## config.mk

```make
export PLATFORM = sky130hd
export DESIGN_NAME = mult_div_unit
export DESIGN_NICKNAME = d
export VERILOG_FILES = /design/src/rtl/mips_pkg.sv /design/src/rtl/md_iter_core.sv /design/src/rtl/mult_div_unit.sv
export SDC_FILE = /design/constraint.sdc
export NUM_CORES = 1
export LEC_CHECK = 0
export CAP_MARGIN = 20
export CORE_MARGIN = 10
export CORE_UTILIZATION = 60
export DETAILED_ROUTE_END_ITERATION = 10
export PLACE_DENSITY = 0.82
export SLEW_MARGIN = 20
export SYNTH_ARGS = -nofsm -noshare
export SYNTH_HDL_FRONTEND = slang
export SYNTH_HIERARCHICAL = 1
export SYNTH_SLANG_ARGS = --single-unit
```

## constraint.sdc

```tcl
create_clock -name clk -period 5 [get_ports clk]
set_input_delay 0.5 -clock clk [delete_from_list [all_inputs] [get_ports clk]]
set_output_delay 0.5 -clock clk [all_outputs]
set_load 0.01 [all_outputs]
```

## src/rtl/mips_pkg.sv

```systemverilog
// mips_pkg: constants shared across the MIPS single-cycle core.
//   - MDOp encodings for the multiply/divide unit (MD_MULT..MD_MTLO)
//   - State encoding for the multiply/divide sequencer
//   - ALU control encodings used by the combinational ALU
package mips_pkg;

  localparam logic [2:0] MD_MULT  = 3'b000;
  localparam logic [2:0] MD_MULTU = 3'b001;
  localparam logic [2:0] MD_DIV   = 3'b010;
  localparam logic [2:0] MD_DIVU  = 3'b011;
  localparam logic [2:0] MD_MTHI  = 3'b100;
  localparam logic [2:0] MD_MTLO  = 3'b101;

  typedef enum logic [1:0] {
    MD_IDLE = 2'd0,
    MD_CALC = 2'd1,
    MD_FIX  = 2'd2
  } md_state_e;

  localparam logic [3:0] ALU_AND = 4'b0000;
  localparam logic [3:0] ALU_OR  = 4'b0001;
  localparam logic [3:0] ALU_ADD = 4'b0010;
  localparam logic [3:0] ALU_SUB = 4'b0110;
  localparam logic [3:0] ALU_SLT = 4'b0111;
  localparam logic [3:0] ALU_NOR = 4'b1100;

  // Signed variants get magnitude conversion on entry and a sign fix at the end.
  function automatic logic md_is_signed(input logic [2:0] op);
    return (op == MD_MULT) || (op == MD_DIV);
  endfunction

endpackage

```

## src/rtl/md_iter_core.sv

```systemverilog
// md_iter_core: one-bit-per-cycle datapath for unsigned shift-add multiply and
// restoring divide.
//   clk, rst   clock, asynchronous active-high reset
//   load       capture a_in (multiplier / dividend) and b_in (multiplicand / divisor)
//   step       perform one iteration; is_div selects divide vs multiply
//   acc        upper word: product high half / remainder
//   quo        lower word: product low half / quotient
//   last       counter has reached its final iteration
module md_iter_core #(
  parameter int unsigned WIDTH = 32
) (
  input  logic             clk,
  input  logic             rst,
  input  logic             load,
  input  logic             step,
  input  logic             is_div,
  input  logic [WIDTH-1:0] a_in,
  input  logic [WIDTH-1:0] b_in,
  output logic [WIDTH-1:0] acc,
  output logic [WIDTH-1:0] quo,
  output logic             last
);
  localparam int unsigned CW = (WIDTH > 1) ? $clog2(WIDTH) : 1;

  logic [WIDTH-1:0] hi_q, hi_d, lo_q, lo_d, opnd_q, opnd_d;
  logic [CW-1:0]    cnt_q, cnt_d;
  logic [WIDTH:0]   sum, rem_sh, diff;

  always_comb begin
    hi_d   = hi_q;
    lo_d   = lo_q;
    opnd_d = opnd_q;
    cnt_d  = cnt_q;
    sum    = {1'b0, hi_q} + (lo_q[0] ? {1'b0, opnd_q} : '0);
    rem_sh = {hi_q, lo_q[WIDTH-1]};
    diff   = rem_sh - {1'b0, opnd_q};
    if (load) begin
      hi_d   = '0;
      lo_d   = a_in;
      opnd_d = b_in;
      cnt_d  = CW'(WIDTH - 1);
    end else if (step) begin
      cnt_d = cnt_q - CW'(1);
      if (is_div) begin
        // Restoring step: keep the trial subtraction only if it did not borrow.
        if (!diff[WIDTH]) begin
          hi_d = diff[WIDTH-1:0];
          lo_d = {lo_q[WIDTH-2:0], 1'b1};
        end else begin
          hi_d = rem_sh[WIDTH-1:0];
          lo_d = {lo_q[WIDTH-2:0], 1'b0};
        end
      end else begin
        // Carry out of the add shifts into the top of the product.
        {hi_d, lo_d} = {sum, lo_q[WIDTH-1:1]};
      end
    end
  end

  always_ff @(posedge clk or posedge rst) begin
    if (rst) begin
      hi_q   <= '0;
      lo_q   <= '0;
      opnd_q <= '0;
      cnt_q  <= '0;
    end else begin
      hi_q   <= hi_d;
      lo_q   <= lo_d;
      opnd_q <= opnd_d;
      cnt_q  <= cnt_d;
    end
  end

  assign acc  = hi_q;
  assign quo  = lo_q;
  assign last = (cnt_q == '0);

endmodule

```

## src/rtl/mult_div_unit.sv

```systemverilog
// mult_div_unit: iterative multiply/divide unit with HI/LO registers.
//   clk, reset  clock, asynchronous active-high reset
//   start       request, sampled only while busy=0
//   MDOp        MULT/MULTU/DIV/DIVU/MTHI/MTLO (other codes do nothing)
//   A, B        rs / rt operands, latched at acceptance
//   busy        iterative operation in progress (CALC and FIX)
//   done        one-cycle pulse when new HI/LO become visible
//   div_zero    last DIV/DIVU had B==0; cleared by the next accepted op
//   HI, LO      result registers
module mult_div_unit
  import mips_pkg::*;
#(
  parameter int unsigned WIDTH = 32
) (
  input  logic             clk,
  input  logic             reset,
  input  logic             start,
  input  logic [2:0]       MDOp,
  input  logic [WIDTH-1:0] A,
  input  logic [WIDTH-1:0] B,
  output logic             busy,
  output logic             done,
  output logic             div_zero,
  output logic [WIDTH-1:0] HI,
  output logic [WIDTH-1:0] LO
);
  md_state_e          state_q, state_d;
  logic [2:0]         op_q, op_d;
  logic [WIDTH-1:0]   a_q, a_d;
  logic               res_neg_q, res_neg_d;
  logic               rem_neg_q, rem_neg_d;
  logic               b_zero_q, b_zero_d;
  logic               busy_q, busy_d, done_q, done_d, dz_q, dz_d;
  logic [WIDTH-1:0]   hi_q, hi_d, lo_q, lo_d;

  logic               core_load, core_step, core_last, in_signed;
  logic [WIDTH-1:0]   a_mag, b_mag, core_acc, core_quo;
  logic [2*WIDTH-1:0] product;

  md_iter_core #(.WIDTH(WIDTH)) u_core (
    .clk    (clk),
    .rst    (reset),
    .load   (core_load),
    .step   (core_step),
    .is_div (op_q[1]),
    .a_in   (a_mag),
    .b_in   (b_mag),
    .acc    (core_acc),
    .quo    (core_quo),
    .last   (core_last)
  );

  always_comb begin
    state_d   = state_q;
    op_d      = op_q;
    a_d       = a_q;
    res_neg_d = res_neg_q;
    rem_neg_d = rem_neg_q;
    b_zero_d  = b_zero_q;
    busy_d    = busy_q;
    done_d    = 1'b0;
    dz_d      = dz_q;
    hi_d      = hi_q;
    lo_d      = lo_q;
    core_load = 1'b0;
    core_step = 1'b0;
    product   = {core_acc, core_quo};
    in_signed = md_is_signed(MDOp);
    a_mag     = (in_signed && A[WIDTH-1]) ? -A : A;
    b_mag     = (in_signed && B[WIDTH-1]) ? -B : B;

    case (state_q)
      MD_IDLE: begin
        if (start) begin
          case (MDOp)
            MD_MULT, MD_MULTU, MD_DIV, MD_DIVU: begin
              state_d   = MD_CALC;
              busy_d    = 1'b1;
              op_d      = MDOp;
              a_d       = A;
              res_neg_d = in_signed && (A[WIDTH-1] ^ B[WIDTH-1]);
              rem_neg_d = in_signed && A[WIDTH-1];
              b_zero_d  = (B == '0);
              dz_d      = 1'b0;
              core_load = 1'b1;
            end
            MD_MTHI: begin
              hi_d = A;
              dz_d = 1'b0;
            end
            MD_MTLO: begin
              lo_d = A;
              dz_d = 1'b0;
            end
            default: ;
          endcase
        end
      end
      MD_CALC: begin
        core_step = 1'b1;
        if (core_last) state_d = MD_FIX;
      end
      MD_FIX: begin
        state_d = MD_IDLE;
        busy_d  = 1'b0;
        done_d  = 1'b1;
        if (op_q[1]) begin
          if (b_zero_q) begin
            // Divide by zero reports the raw dividend, bypassing the sign fix.
            hi_d = a_q;
            lo_d = '1;
            dz_d = 1'b1;
          end else begin
            lo_d = res_neg_q ? -core_quo : core_quo;
            hi_d = rem_neg_q ? -core_acc : core_acc;
          end
        end else begin
          if (res_neg_q) product = -product;
          {hi_d, lo_d} = product;
        end
      end
      default: begin
        state_d = MD_IDLE;
        busy_d  = 1'b0;
      end
    endcase
  end

  always_ff @(posedge clk or posedge reset) begin
    if (reset) begin
      state_q   <= MD_IDLE;
      op_q      <= '0;
      a_q       <= '0;
      res_neg_q <= 1'b0;
      rem_neg_q <= 1'b0;
      b_zero_q  <= 1'b0;
      busy_q    <= 1'b0;
      done_q    <= 1'b0;
      dz_q      <= 1'b0;
      hi_q      <= '0;
      lo_q      <= '0;
    end else begin
      state_q   <= state_d;
      op_q      <= op_d;
      a_q       <= a_d;
      res_neg_q <= res_neg_d;
      rem_neg_q <= rem_neg_d;
      b_zero_q  <= b_zero_d;
      busy_q    <= busy_d;
      done_q    <= done_d;
      dz_q      <= dz_d;
      hi_q      <= hi_d;
      lo_q      <= lo_d;
    end
  end

  assign busy     = busy_q;
  assign done     = done_q;
  assign div_zero = dz_q;
  assign HI       = hi_q;
  assign LO       = lo_q;

endmodule

```

# Word-level counts from Yosys, hierarchy flattened

Cells that the tools add are included.

Logic and storage cells: 101
Flip-flop bits (word level): 207
Output and inout bits: 67
Input port bits: 70

Eq/ne operators: 15
Reduce and logical (&&, ||, !) cells: 18
$add $sub $neg: 8
Bitwise logic cells: 2
Multiplexer cells: 43

Operators by type and width:

| cell                                                   | number |
|---|---|
| 2-to-1 mux 32 bit                                      | 20 |
| negation 32 bit                                        | 4 |
| case mux 32 bit (2 select lines)                       | 2 |
| 2-to-1 mux 64 bit                                      | 1 |
| negation 64 bit                                        | 1 |
| adder 32 x 33 -> 33 bit                                | 1 |
| subtractor 33 x 32 -> 33 bit                           | 1 |
| zero test 32 bit                                       | 1 |
| AND reduction 3 bit                                    | 5 |
| 2-to-1 mux 1 bit                                       | 12 |
| 2-to-1 mux 5 bit                                       | 2 |
| inequality test 2 bit (second input constant)          | 5 |
| equality test 3 x 2 -> 1 bit (second input constant)   | 2 |
| equality test 3 bit (second input constant)            | 2 |
| 2-to-1 mux 2 bit                                       | 3 |
| inequality test 2 x 1 -> 1 bit (second input constant) | 3 |
| OR reduction 6 bit                                     | 1 |
| zero test 5 bit                                        | 1 |
| AND reduction 5 bit                                    | 1 |
| subtractor 5 x 1 -> 5 bit (second input constant)      | 1 |
| case mux 1 bit (2 select lines)                        | 2 |
| case mux 2 bit (2 select lines)                        | 1 |
| nonzero test 2 bit                                     | 2 |
| OR reduction 4 bit                                     | 1 |
| 9 further kinds                                        | 11 |

# Depth between registers and ports, before layout

Gate-level depths: netlist of the first run.

Depth in word-level cells: 6
Depth in mapped cells: 15
Depth with buffers taken out: 14

# Hierarchy

Netlist of the first run, hierarchy kept.

Modules (own cells, without submodules):

| module        | seq. area each (µm²) | instances | area an instance (µm²) | cells each |
|---|---|---|---|---|
| mult_div_unit | 2627.5               | 1         | 8620.8                 | 1128 |
| md_iter_core  | 2527.4               | 1         | 8431.8                 | 1043 |

# Worst setup path after synthesis of the first run

Ideal clock, no wire load.

Path kind: reg-to-reg
Start: reg u_core.lo_q[31], in the netlist u_core/quo[31]
End: reg u_core.hi_q[10], in the netlist u_core/acc[10]
Library setup time: 132 ps
Setup slack: 1476 ps
Cell stages (with the launch flop): 15
Arrival: 3392 ps
Path buffers: 1
Cells stage by stage: dfrtp_1 -> inv_1 -> ha_1 -> fa_1 -> and2b_1 -> o2111ai_1 -> nor4bb_1 -> or4_4 -> o21ai_2 -> a31oi_1 -> nor3_2 -> buf_4 -> mux2_1 -> a41oi_1 -> o21ai_1

Cells in the longest elaborated chain, start to end: 5

Ends and longest elaborated chain:

| what                         | line               | text |
|---|---|---|
| start: declaration           | md_iter_core.sv:25 | `logic [WIDTH-1:0] hi_q, hi_d, lo_q, lo_d, opnd_q, opnd_d;` |
| start signal: assignment     | md_iter_core.sv:68 | `lo_q <= lo_d;` |
| subtractor 33 x 32 -> 33 bit | md_iter_core.sv:36 | `diff = rem_sh - {1'b0, opnd_q};` |
| 2-to-1 mux 32 bit            | md_iter_core.sv:46 | `if (!diff[WIDTH]) begin` |
| 2-to-1 mux 32 bit            | md_iter_core.sv:44 | `if (is_div) begin` |
| 2-to-1 mux 32 bit            | md_iter_core.sv:42 | `end else if (step) begin` |
| 2-to-1 mux 32 bit            | md_iter_core.sv:37 | `if (load) begin` |
| end signal: assignment       | md_iter_core.sv:67 | `hi_q <= hi_d;` |
| end: declaration             | md_iter_core.sv:25 |  |

Every way passes these cells. The select of a mux whose other input is x is not followed.
A chain may end at the register's enable or synchronous reset.

# Worst setup path after layout of the first run

Start: reg u_core.hi_q[0], in the netlist u_core/acc[0]
End: reg u_core.hi_q[31], in the netlist u_core/acc[31]

Cells in the longest elaborated chain, start to end: 5
Elaborated cells between the ends (all ways): 6

Ends and longest elaborated chain:

| what                         | line |
|---|---|
| subtractor 33 x 32 -> 33 bit | md_iter_core.sv:36 |
| 2-to-1 mux 32 bit            | md_iter_core.sv:46 |
| 2-to-1 mux 32 bit (*)        | md_iter_core.sv:44 |
| 2-to-1 mux 32 bit (*)        | md_iter_core.sv:42 |
| 2-to-1 mux 32 bit (*)        | md_iter_core.sv:37 |

Mark *: on every way between the ends. The rest lies on a longest branch, timed or not. The select of a mux whose other input is x is not followed.

==> results of run 1 <==
cells in the mapped netlist, types with 29 or more instances:
library cell	count
nand2_1	300
dfrtp_1	206
o21ai_0	178
nor2_1	151
a21oi_1	145
clkbuf_1	133
xnor2_1	106
inv_1	79
xor2_1	71
ha_1	70
mux2i_1	59
nor3_1	46
and2_1	41
nand3_1	41
o21ai_1	34
o22ai_1	33
or3_1	33
nor4_1	29
o31ai_1	29
through the flow:
stage | area (µm²) | hold slack, ns
2_1_floorplan | 17050 | 0.4369
3_3_place_gp | 18660 | 0.4544
3_5_place_dp | 18660 | 0.4619
4_1_cts | 19490 | 0.4771
5_1_grt | 19490 | 0.4896
6_report | 19500 | 0.4737
kinds of logic (layout without fill, tap and decap cells):
kind of cell               Yosys count  after routing
xor gates and xnor gates           177            177
other                                0              1
DFF                                206            206
buffers and inverters              229            300
AOI/OAI and AO/OA                  650            650
adders and majority gates           72             72
muxes                               65             65
and+or+nand+nor                    772            772
area by class of cell:
class | count | area, µm²
Tap cell | 378 | 473.0
Clock inverter | 9 | 77.57
Fill cell | 2330 | 8438
Clock buffer | 37 | 750.7
Multi-Input combinational cell | 1736 | 11050
Antenna cell | 1 | 2.502
Sequential cell | 206 | 5156
Inverter | 79 | 304.0
Timing Repair Buffer | 175 | 1679
power by group through the flow:
stage / sequential [mW] / clock (mW) / combinational, mW
5_1_grt: 3.61 / 1.91 / 9.46
3_3_place_gp: 3.44 / 0 / 8.20
4_1_cts: 3.46 / 1.85 / 8.49
3_5_place_dp: 3.48 / 0 / 8.44
2_1_floorplan: 3.19 / 0 / 6.12
6_report: 3.53 / 1.85 / 8.67
worst reg2reg max path: stages (launching register included):
cell,delay [ns]
dfrtp_1,0.65
inv_1,0.18
fa_1,0.48
and2b_1,0.23
o2111ai_1,0.17
nor4bb_1,0.22
or4_4,0.56
o21ai_2,0.18
a31oi_1,0.19
nor3_4,0.35
buf_12,0.28
nor4_1,0.07
or4_1,0.51
a31oi_1,0.16
state kept, by name (all words and copies together) (netlist names):
name           flops
HI                32
res_neg_q          1
u_core/opnd_q     32
u_core/quo        32
rem_neg_q          1
LO                32
div_zero           1
state_q            2
u_core/cnt_q       5
busy               1
b_zero_q           1
a_q               32
done               1
u_core/acc        32
op_q               1
how the worst max path moves through the flow:
stage,slack [ns],to
finish,0.68,u_core/acc[31]
global route,0.45,u_core/acc[31]
CTS,0.74,u_core/acc[31]
detailed placement,0.78,u_core/acc[31]
global placement,0.87,u_core/acc[31]
floorplan,1.48,u_core/acc[10]
per-layer routing:
metal	up-vias	part of all wire
met4	0	0.054
met2	1168	0.45
met5	-	0
li1	7976	-
met1	8395	0.39
met3	241	0.11
==> summary.txt, run 1 <==
Yosys
  • Leading area contributor after synthesis: dfrtp_1
  • Post-Syn Area per Cell: 7.855 µm²
  • Mux contribution to synthesized area: 0.03859
  • Ys async rst share: 1.000
  • Compound-Gate Fraction of Synth Area: 0.2432
  • Main combinational cell family by area after synthesis: compound AO/OA/AOI/OAI gates
  • Ranking of synthesized cells by area: dfrtp_1 (30%), nand2_1 (6.6%), xnor2_1 (5.4%)
  • EDFF count, synth: 0
  • Xor/xnor share of the synthesized area: 0.09091
  • Post-Synth Adder-Cell Area: 0.05371
  • Simple-Gate Fraction of Synth Area: 0.2194
  • Area share of the largest cell type after synthesis: 0.3023
  • Ys Warns: 6
  • Number of synthesized register bits: 206
  • Post-Syn Area: 0.01705 mm²
  • Mapped Cells: 2171
  • Synth cell types: 88
  • Register area share after synthesis: 0.3023
  • Most used DFF post-synth: dfrtp_1
  • Synthesized Nets: 2313

Placement
  • Worst Setup Slack post-DPL: 0.7756 ns
  • Dpl cells: 2574
  • DP HPWL: 43270 µm
  • Port bufs: 136
  • Gpl congestion: 1.014

Global routing
  • Largest net degree at the start of global routing: 123
  • GRT Util Overall: 0.3254
  • Vias in the first global route: 17202
  • M2 GR Usage: 0.5228
  • First-pass GRT wire length: 94830 µm
  • Global routing usage on met3: 0.06702
  • Busiest layer in global routing: met2
  • Antenna violations before repair: 0
  • M1 GR Usage: 0.4089
  • GR Overflow Total: 0

Setup path
  • Reg2reg path depth: 13
  • Setup crit start kind: flip-flop
  • Bufs and invs on worst path: 2
  • Kind of critical path: reg2reg
  • WP depth: 13
  • Top cell by count, worst path: a31oi_1
  • Critical Path RT: 5.46 ns
  • R2R Setup Slk: 0.68 ns
  • CP endpoint kind: flip-flop
  • Worst r2r src: u_core/acc[0]
  • WP data arrival: 4.77 ns
  • CP max FO: 37
  • Critical Path, Cell by Cell: inv_1, fa_1, and2b_1, o2111ai_1, nor4bb_1, or4_4, o21ai_2, a31oi_1, nor3_4, buf_12, nor4_1, or4_1, a31oi_1
  • Delay-heaviest family, CP: simple AND/OR/NAND/NOR gates
  • R2r endpoint: u_core/acc[31]
  • CP max stage delay: 0.65 ns
  • Crit path from: u_core/acc[0]
  • Slowest CP cell: dfrtp_1

Hold path
  • Hold EP: a_q[5]
  • Hold path depth: 2
  • Hold Crit Class: reg2reg
  • Hold_sp: a_q[5]

Timing
  • Crit share post-route: 0.8636
  • # setup viols final: 0
  • Maximum clock rate: 231.6 MHz
  • RSZ-0062 raised after global routing: no
  • Slack of the critical path: 0.6819 ns
  • Final Hold Viols: 0
  • Setup Skew: 0.01199 ns
  • Slew headroom: 0.2331
  • Worst-margin pin slew: 1.149 ns
  • Final slew viol count: 0
  • Setup TNS Final: 0 ns
  • Minimum clock period: 4.318 ns

Clock network
  • Reg clk slew, reported paths: 0.06 ns
  • Num CTS Buffers: 25
  • CTS Hold Buffers Added: 0
  • Cts repair resizes: 0
  • Clk Latency, worst-skew pair: 0.54 ns
  • Setup bufs post-CTS: 0
  • CTS Buffer Depth: 3
  • TritonCTS clock tree: yes
  • H-tree depth: 1
  • Clk sink count: 206
  • CTS root buf: clkbuf_16

Pwr
  • Flop pwr share: 0.251
  • Final Power: 14.04 mW
  • Power Density: 720.3 mW/mm²
  • Comb power frac: 0.617
  • Switching power: 6.752 mW
  • Worst vdd ir: 0.4504 mV
  • Clock power frac: 0.131
  • Switching share of power: 0.4808
  • Cell-internal power: 7.291 mW
  • Lkg Pwr: 8.044 nW

Cells and area
  • Final std cells w/o fill: 2621
  • Most frequent cells in the layout: nand2_1 (300), dfrtp_1 (205), o21ai_0 (178), nor2_1 (149), a21oi_1 (144)
  • Layout cells sized above 1: 0.05575
  • Fin util: 0.6979
  • Commonest non-fill, non-tap cell in the layout: nand2_1
  • Nets: 2365
  • Area grow syn2layout: 14.33%

Route
  • Residual DRC count: 0
  • Final ANT Viol Nets: 0
  • Initial DRC count: 2291
  • Total wire length: 60370 µm
  • WL/cell: 23.03 µm
  • Via count: 17780
  • Post-DR vias/cell: 6.784
  • Total iterations of the first detailed-routing run: 9

Floorplanning
  • Core area: 0.02793 mm²
  • Die Footprint: 0.03556 mm²
  • Die Wd: 188.6 µm
  • Initial core utilization: 0.6105
  • # IOs: 137
  • Die height: 188.6 µm
  • # rows: 61

Outcome
  • Status: finished, final reports clean

Job
  • Max Cap Viol: 0
(Power assumes the default switching activity.)
==> run 2: changes to the inputs <==
- SKIP_CTS_REPAIR_TIMING: unset -> 1
==> results of run 2 <==
Same layout as run 1: the final DEF is identical, and so are final timing and power.
